[src/rtl/hazard_ctrl_if.sv]
// Signal bundle between the pipeline datapath and the hazard controller.
// The pipeline (master) reports hazard conditions; the controller (slave) returns stage enables/flushes.
interface hazard_ctrl_if;
   logic        ihit;
   logic        dhit;
   logic        mem_access;
   logic        idex_memread;
   logic [4:0]  idex_rd;
   logic [4:0]  ifid_rs;
   logic [4:0]  ifid_rt;
   logic        redirect;
   logic        halt_mem;
   logic        pc_en;
   logic        ifid_en;
   logic        ifid_flush;
   logic        idex_en;
   logic        idex_flush;
   logic        exmem_en;
   logic        memwb_en;
   logic        halted;
   logic [15:0] stall_cycles;

   modport master (
      output ihit, dhit, mem_access, idex_memread, idex_rd, ifid_rs, ifid_rt,
             redirect, halt_mem,
      input  pc_en, ifid_en, ifid_flush, idex_en, idex_flush, exmem_en, memwb_en,
             halted, stall_cycles
   );

   modport slave (
      input  ihit, dhit, mem_access, idex_memread, idex_rd, ifid_rs, ifid_rt,
             redirect, halt_mem,
      output pc_en, ifid_en, ifid_flush, idex_en, idex_flush, exmem_en, memwb_en,
             halted, stall_cycles
   );
endinterface

[src/rtl/hazard_ctrl.sv]
// Pipeline hazard controller: RUN / MEMW / HALT state machine producing stage enables and
// flushes combinationally, plus a saturating counter of cycles in which the PC was held.
module hazard_ctrl (
   input  logic         CLK,
   input  logic         RST,
   hazard_ctrl_if.slave hif
);

   typedef enum logic [1:0] {
      RUN  = 2'd0,
      MEMW = 2'd1,
      HALT = 2'd2
   } state_e;

   typedef struct packed {
      logic pc_en;
      logic ifid_en;
      logic ifid_flush;
      logic idex_en;
      logic idex_flush;
      logic exmem_en;
      logic memwb_en;
   } ctl_t;

   localparam ctl_t CTL_FREEZE = '0;
   localparam ctl_t CTL_RESET  = '{pc_en: 1'b0, ifid_en: 1'b0, ifid_flush: 1'b1, idex_en: 1'b0,
                                   idex_flush: 1'b1, exmem_en: 1'b0, memwb_en: 1'b0};
   localparam ctl_t CTL_HALTMEM = '{pc_en: 1'b0, ifid_en: 1'b0, ifid_flush: 1'b0, idex_en: 1'b0,
                                    idex_flush: 1'b0, exmem_en: 1'b0, memwb_en: 1'b1};

   // Rules shared by RUN and by the MEMW cycle in which the data access completes.
   function automatic ctl_t run_rules(input logic redirect, input logic lu, input logic ihit);
      ctl_t c;
      c = CTL_FREEZE;
      if (redirect) begin
         c.pc_en      = 1'b1;
         c.ifid_flush = 1'b1;
         c.idex_flush = 1'b1;
         c.exmem_en   = 1'b1;
         c.memwb_en   = 1'b1;
      end else if (lu) begin
         c.idex_flush = 1'b1;
         c.exmem_en   = 1'b1;
         c.memwb_en   = 1'b1;
      end else if (!ihit) begin
         c.ifid_flush = 1'b1;
         c.idex_en    = 1'b1;
         c.exmem_en   = 1'b1;
         c.memwb_en   = 1'b1;
      end else begin
         c.pc_en    = 1'b1;
         c.ifid_en  = 1'b1;
         c.idex_en  = 1'b1;
         c.exmem_en = 1'b1;
         c.memwb_en = 1'b1;
      end
      return c;
   endfunction

   state_e      state_q, state_d;
   logic [15:0] stall_q, stall_d;
   ctl_t        ctl;
   logic        halted;
   logic        lu;
   logic        rule_a;
   logic        count_en;

   assign lu = hif.idex_memread && (hif.idex_rd != 5'd0) &&
               ((hif.idex_rd == hif.ifid_rs) || (hif.idex_rd == hif.ifid_rt));

   always_comb begin
      state_d = state_q;
      ctl     = CTL_FREEZE;
      halted  = 1'b0;
      rule_a  = 1'b0;
      if (RST) begin
         ctl     = CTL_RESET;
         state_d = RUN;
      end else begin
         unique case (state_q)
            RUN: begin
               if (hif.halt_mem) begin
                  rule_a  = 1'b1;
                  ctl     = CTL_HALTMEM;
                  state_d = HALT;
               end else if (hif.mem_access && !hif.dhit) begin
                  state_d = MEMW;
               end else begin
                  ctl = run_rules(hif.redirect, lu, hif.ihit);
               end
            end
            MEMW: begin
               if (hif.dhit) begin
                  ctl     = run_rules(hif.redirect, lu, hif.ihit);
                  state_d = RUN;
               end
            end
            HALT: begin
               halted = 1'b1;
            end
            default: begin
               state_d = RUN;
            end
         endcase
      end
   end

   // Halt-entry cycles hold the PC but are not stalls.
   assign count_en = !RST && (state_q != HALT) && !ctl.pc_en && !rule_a;
   assign stall_d  = (count_en && (stall_q != 16'hFFFF)) ? stall_q + 16'd1 : stall_q;

   always_ff @(posedge CLK) begin
      if (RST) begin
         state_q <= RUN;
         stall_q <= '0;
      end else begin
         state_q <= state_d;
         stall_q <= stall_d;
      end
   end

   assign hif.pc_en        = ctl.pc_en;
   assign hif.ifid_en      = ctl.ifid_en;
   assign hif.ifid_flush   = ctl.ifid_flush;
   assign hif.idex_en      = ctl.idex_en;
   assign hif.idex_flush   = ctl.idex_flush;
   assign hif.exmem_en     = ctl.exmem_en;
   assign hif.memwb_en     = ctl.memwb_en;
   assign hif.halted       = halted;
   assign hif.stall_cycles = stall_q;

endmodule

[src/flat_wrapper.sv]
// flat-port wrapper written by rule: the top's interface ports become plain ports
module hazard_ctrl_flat 
  (CLK, RST, hif_ihit, hif_dhit, hif_mem_access, hif_idex_memread, hif_idex_rd, hif_ifid_rs, hif_ifid_rt, hif_redirect, hif_halt_mem, hif_pc_en, hif_ifid_en, hif_ifid_flush, hif_idex_en, hif_idex_flush, hif_exmem_en, hif_memwb_en, hif_halted, hif_stall_cycles);
  hazard_ctrl_if hif_i ();
  input  logic CLK;
  input  logic RST;
  input wire logic [$bits(hif_i.ihit)-1:0] hif_ihit;
  input wire logic [$bits(hif_i.dhit)-1:0] hif_dhit;
  input wire logic [$bits(hif_i.mem_access)-1:0] hif_mem_access;
  input wire logic [$bits(hif_i.idex_memread)-1:0] hif_idex_memread;
  input wire logic [$bits(hif_i.idex_rd)-1:0] hif_idex_rd;
  input wire logic [$bits(hif_i.ifid_rs)-1:0] hif_ifid_rs;
  input wire logic [$bits(hif_i.ifid_rt)-1:0] hif_ifid_rt;
  input wire logic [$bits(hif_i.redirect)-1:0] hif_redirect;
  input wire logic [$bits(hif_i.halt_mem)-1:0] hif_halt_mem;
  output wire logic [$bits(hif_i.pc_en)-1:0] hif_pc_en;
  output wire logic [$bits(hif_i.ifid_en)-1:0] hif_ifid_en;
  output wire logic [$bits(hif_i.ifid_flush)-1:0] hif_ifid_flush;
  output wire logic [$bits(hif_i.idex_en)-1:0] hif_idex_en;
  output wire logic [$bits(hif_i.idex_flush)-1:0] hif_idex_flush;
  output wire logic [$bits(hif_i.exmem_en)-1:0] hif_exmem_en;
  output wire logic [$bits(hif_i.memwb_en)-1:0] hif_memwb_en;
  output wire logic [$bits(hif_i.halted)-1:0] hif_halted;
  output wire logic [$bits(hif_i.stall_cycles)-1:0] hif_stall_cycles;
  assign hif_i.ihit = hif_ihit;
  assign hif_i.dhit = hif_dhit;
  assign hif_i.mem_access = hif_mem_access;
  assign hif_i.idex_memread = hif_idex_memread;
  assign hif_i.idex_rd = hif_idex_rd;
  assign hif_i.ifid_rs = hif_ifid_rs;
  assign hif_i.ifid_rt = hif_ifid_rt;
  assign hif_i.redirect = hif_redirect;
  assign hif_i.halt_mem = hif_halt_mem;
  assign hif_pc_en = hif_i.pc_en;
  assign hif_ifid_en = hif_i.ifid_en;
  assign hif_ifid_flush = hif_i.ifid_flush;
  assign hif_idex_en = hif_i.idex_en;
  assign hif_idex_flush = hif_i.idex_flush;
  assign hif_exmem_en = hif_i.exmem_en;
  assign hif_memwb_en = hif_i.memwb_en;
  assign hif_halted = hif_i.halted;
  assign hif_stall_cycles = hif_i.stall_cycles;
  hazard_ctrl u_core (.CLK(CLK), .RST(RST), .hif(hif_i));
endmodule
[config.mk]
export PLATFORM = sky130hd
export DESIGN_NAME = hazard_ctrl_flat
export DESIGN_NICKNAME = d
export VERILOG_FILES = /design/src/rtl/hazard_ctrl_if.sv /design/src/rtl/hazard_ctrl.sv /design/src/flat_wrapper.sv
export SDC_FILE = /design/constraint.sdc
export NUM_CORES = 1
export LEC_CHECK = 0
export ABC_AREA = 1
export CAP_MARGIN = 20
export CORE_MARGIN = 1.5
export CORE_UTILIZATION = 45
export CTS_CLUSTER_DIAMETER = 30
export DETAILED_ROUTE_END_ITERATION = 8
export MAX_ROUTING_LAYER = met4
export PLACE_DENSITY = 0.83
export SYNTH_ARGS = -nofsm -noshare
export SYNTH_HDL_FRONTEND = slang
export SYNTH_SLANG_ARGS = --single-unit
[constraint.sdc]
create_clock -name CLK -period 2 [get_ports CLK]
set_input_delay 0.4 -clock CLK [delete_from_list [all_inputs] [get_ports CLK]]
set_output_delay 0.4 -clock CLK [all_outputs]
set_load 0.01 [all_outputs]
==> reports/results.ini <==
[run_status]
status = finished, violations left
violations = design-rule violations

[cts]
postCtsHoldBufs = 0
cts_buffers = 3
clk_pin_slew_ns = 0.11
cts_tree = yes
clock_path_buffers = 2
cts_root_buf = clkbuf_4
h-tree-depth = 1
cts.sinks = 18
clock_latency_ns = 0.30

[floorplanning]
rows = 19
io_pins = 47
die_x_um = 57.8
fp.coreArea_sq_um = 2810
die_h_um = 57.8
start_util = 0.482
dieArea_sq_um = 3340

[critical_path]
slowest_stage = clkdlybuf4s50_1
rrSetupSlack_ns = 0.21
worstReg2RegEnd = u_core.hif.stall_cycles[5]$_SDFFE_PP0P_
worstSetupEndpointType = output port
reg2reg_depth = 9
path_class = in2out
critPathTopFamily = buffers and inverters
crit_fanout = 2
startpoint_type = input port
r2r-start = u_core.hif.stall_cycles[1]$_SDFFE_PP0P_
critPathRequiredTime_ns = 1.60
max_stage_delay_ns = 0.42
arrival_ns = 1.56
critPathBufInv = 5
worstPathCellList = clkdlybuf4s50_1 > inv_1 > nand3_2 > nand2_2 > inv_2 > nor2_4 > buf_6 > clkdlybuf4s15_2

[route]
drc = 5
wl_um = 3490
dr.pass1.iters = 6
vias_per_cell = 5.09
drt_iter0_drc = 76
via_count = 1584
wl_per_cell_um = 11.2
ant_nets = 0

[finish]
antenna_cells = 0
nFillCells = 243
final_area_sq_um = 1990
area_growth_syn_to_layout_pct = 47.6
fin_util = 0.711
layout.nets = 305
drive_gt1_frac = 0.211

[sta]
maxSlewViolCount = 0
fin_crit_sh = 0.980
fmax_ghz = 0.510
worst_pin_slew_ns = 0.328
setup_viol = 0
hold_viol = 0
final.setup.tns_ns = 0
relSlewSlack = 0.779
worst_clock_skew_ns = 0.00635
min_period_ns = 1.96

[placement]
io_buffers = 46
dpl_cell_area_sq_um = 1960
place_hpwl_um = 2580
place.gp.congestion = 0.912

[synth]
synth_nets = 240
synth_area_leaders = dfxtp_1, nand2_1, nand4_1
ys_seq_elements = 18
synth_common_cells = nand2_1, inv_1, nor2_1
yosysMostFrequentCell = nand2_1
yosysSeqAreaShare = 0.267
syn_area_sq_um = 1350
async_flop_share = 0
synth.avg_cell_area_sq_um = 6.26
syn_inst = 216
yosys.cell_types.count = 26
yosys_warnings = 0
synth_top_area_cell = dfxtp_1
synth_flop_cell = dfxtp_1
synth_top_cell_area_share = 0.267
synth_edf_count = 0

[pwr]
p_per_area_nw_per_um2 = 405
power.leakage_uw = 0.000965
vdd.ir_drop.worst_mv = 0.300

[grt]
grt_overflow = 0
grt_pass1_vias = 1378
grt_max_degree = 18
antenna_found_initial = 0
grt_usage = 0.220
grt_pass1_wl_um = 5690

[hold_path]
holdPathStages = 2
hp-class = reg2reg
worst_hold_path.endpoint = u_core.hif.stall_cycles[3]$_SDFFE_PP0P_
hold_start = u_core.hif.stall_cycles[3]$_SDFFE_PP0P_

[job]
max_cap_violations = 0

==> per-stage QoR <==
step           total power [uW]  setup slack (ns)  std cells  hold WS [ns]
5_1_grt                     856           -0.0132        311         0.540
4_1_cts                     810           0.00347        311         0.506
2_1_floorplan               480             0.263        216         0.509
3_3_place_gp                591            -0.549        306         0.482
3_5_place_dp                594            -0.567        306         0.489
6_report                    807            0.0410        311         0.499
==> power breakdown <==
part	leakage, uW	switching [uW]	internal [uW]	total, uW
combinational	0.000798	113	102	214
clock	0.0000210	114	111	225
sequential	0.000146	3.95	364	368
==> tightest hold or removal path: stages (launching register included) <==
cell	delay, ns
dfxtp_1	0.35
nand2_1	0.07
a21oi_1	0.05
==> cells in the final DEF (no fill, tap or decap) <==
cell	synthesis	routed
a21oi_1	15	15
a21oi_2	1	1
and2_1	1	1
buf_2	1	5
buf_4	2	19
buf_6	1	2
clkbuf_2	0	5
clkbuf_4	0	3
clkbuf_8	0	1
clkdlybuf4s15_1	0	3
clkdlybuf4s15_2	0	1
clkdlybuf4s50_1	0	20
dfxtp_1	18	18
dlygate4sd2_1	0	9
dlymetal6s2s_1	0	3
ha_1	1	1
inv_1	28	24
inv_2	1	5
nand2_1	61	55
nand2_2	3	9
nand2_4	1	1
nand3_1	9	8
nand3_2	0	1
nand3_4	1	1
nand4_1	18	18
nor2_1	24	24
nor2_2	2	1
nor2_4	0	1
nor3_1	3	2
nor3_2	0	1
nor3b_4	1	1
nor4_1	1	1
o2111ai_1	1	1
o21ai_0	4	3
o21ai_1	0	1
xnor2_1	8	7
xnor2_2	0	1
xor2_1	7	7
==> per-layer routing <==
metal  part of all wire  track usage  up-vias
met1               0.44        0.282      704
met2               0.47        0.359       53
met5                  0            -        -
met3              0.080       0.0469        2
li1                   -            -      825
met4             0.0029       0.0432        0
==> sequential cells by signal, indices dropped and copies added (netlist names) <==
| register | flops |
|---|---|
| u_core.hif.stall_cycles | 16 |
| u_core.state_q | 2 |
==> final cells by class <==
class	instances	area [sq um]	area share
multi-input combinational	162	877	0.440
clock buffer	4	36.3	0.0182
tap	31	38.8	0.0194
sequential	18	360	0.181
timing repair buffer	67	573	0.287
inverter	29	109	0.0546
==> cell families (layout without fill, tap and decap cells) <==
group / after synthesis / in the layout / share of synthesized area
simple gates: 125 / 125 / 0.431
buf+inv: 36 / 100 / 0.112
xor+xnor: 15 / 15 / 0.0972
fa+ha+maj: 1 / 1 / 0.00926
compound gates: 21 / 21 / 0.0833
flops: 18 / 18 / 0.267
==> timing repair <==
action                     CTS  global route
pin swaps                    8            15
setup endpoints to repair   23             8
buffers inserted             1             0
gates resized for setup     48            25
==> how the worst max path moves through the flow <==
stage | start | to | slack [ns] | cells after the start
3_3_place_gp | hif_idex_rd[4] | hif_idex_flush | -0.55 | 12
4_1_cts | hif_halt_mem | hif_ifid_en | 0.003 | 9
5_1_grt | hif_halt_mem | hif_exmem_en | -0.01 | 8
2_1_floorplan | u_core.hif.stall_cycles[0]$_SDFFE_PP0P_ | u_core.hif.stall_cycles[6]$_SDFFE_PP0P_ | 0.26 | 9
3_5_place_dp | hif_idex_rd[1] | hif_idex_flush | -0.57 | 12
6_report | hif_halt_mem | hif_exmem_en | 0.04 | 8
Power figures use the tool's default switching activity.
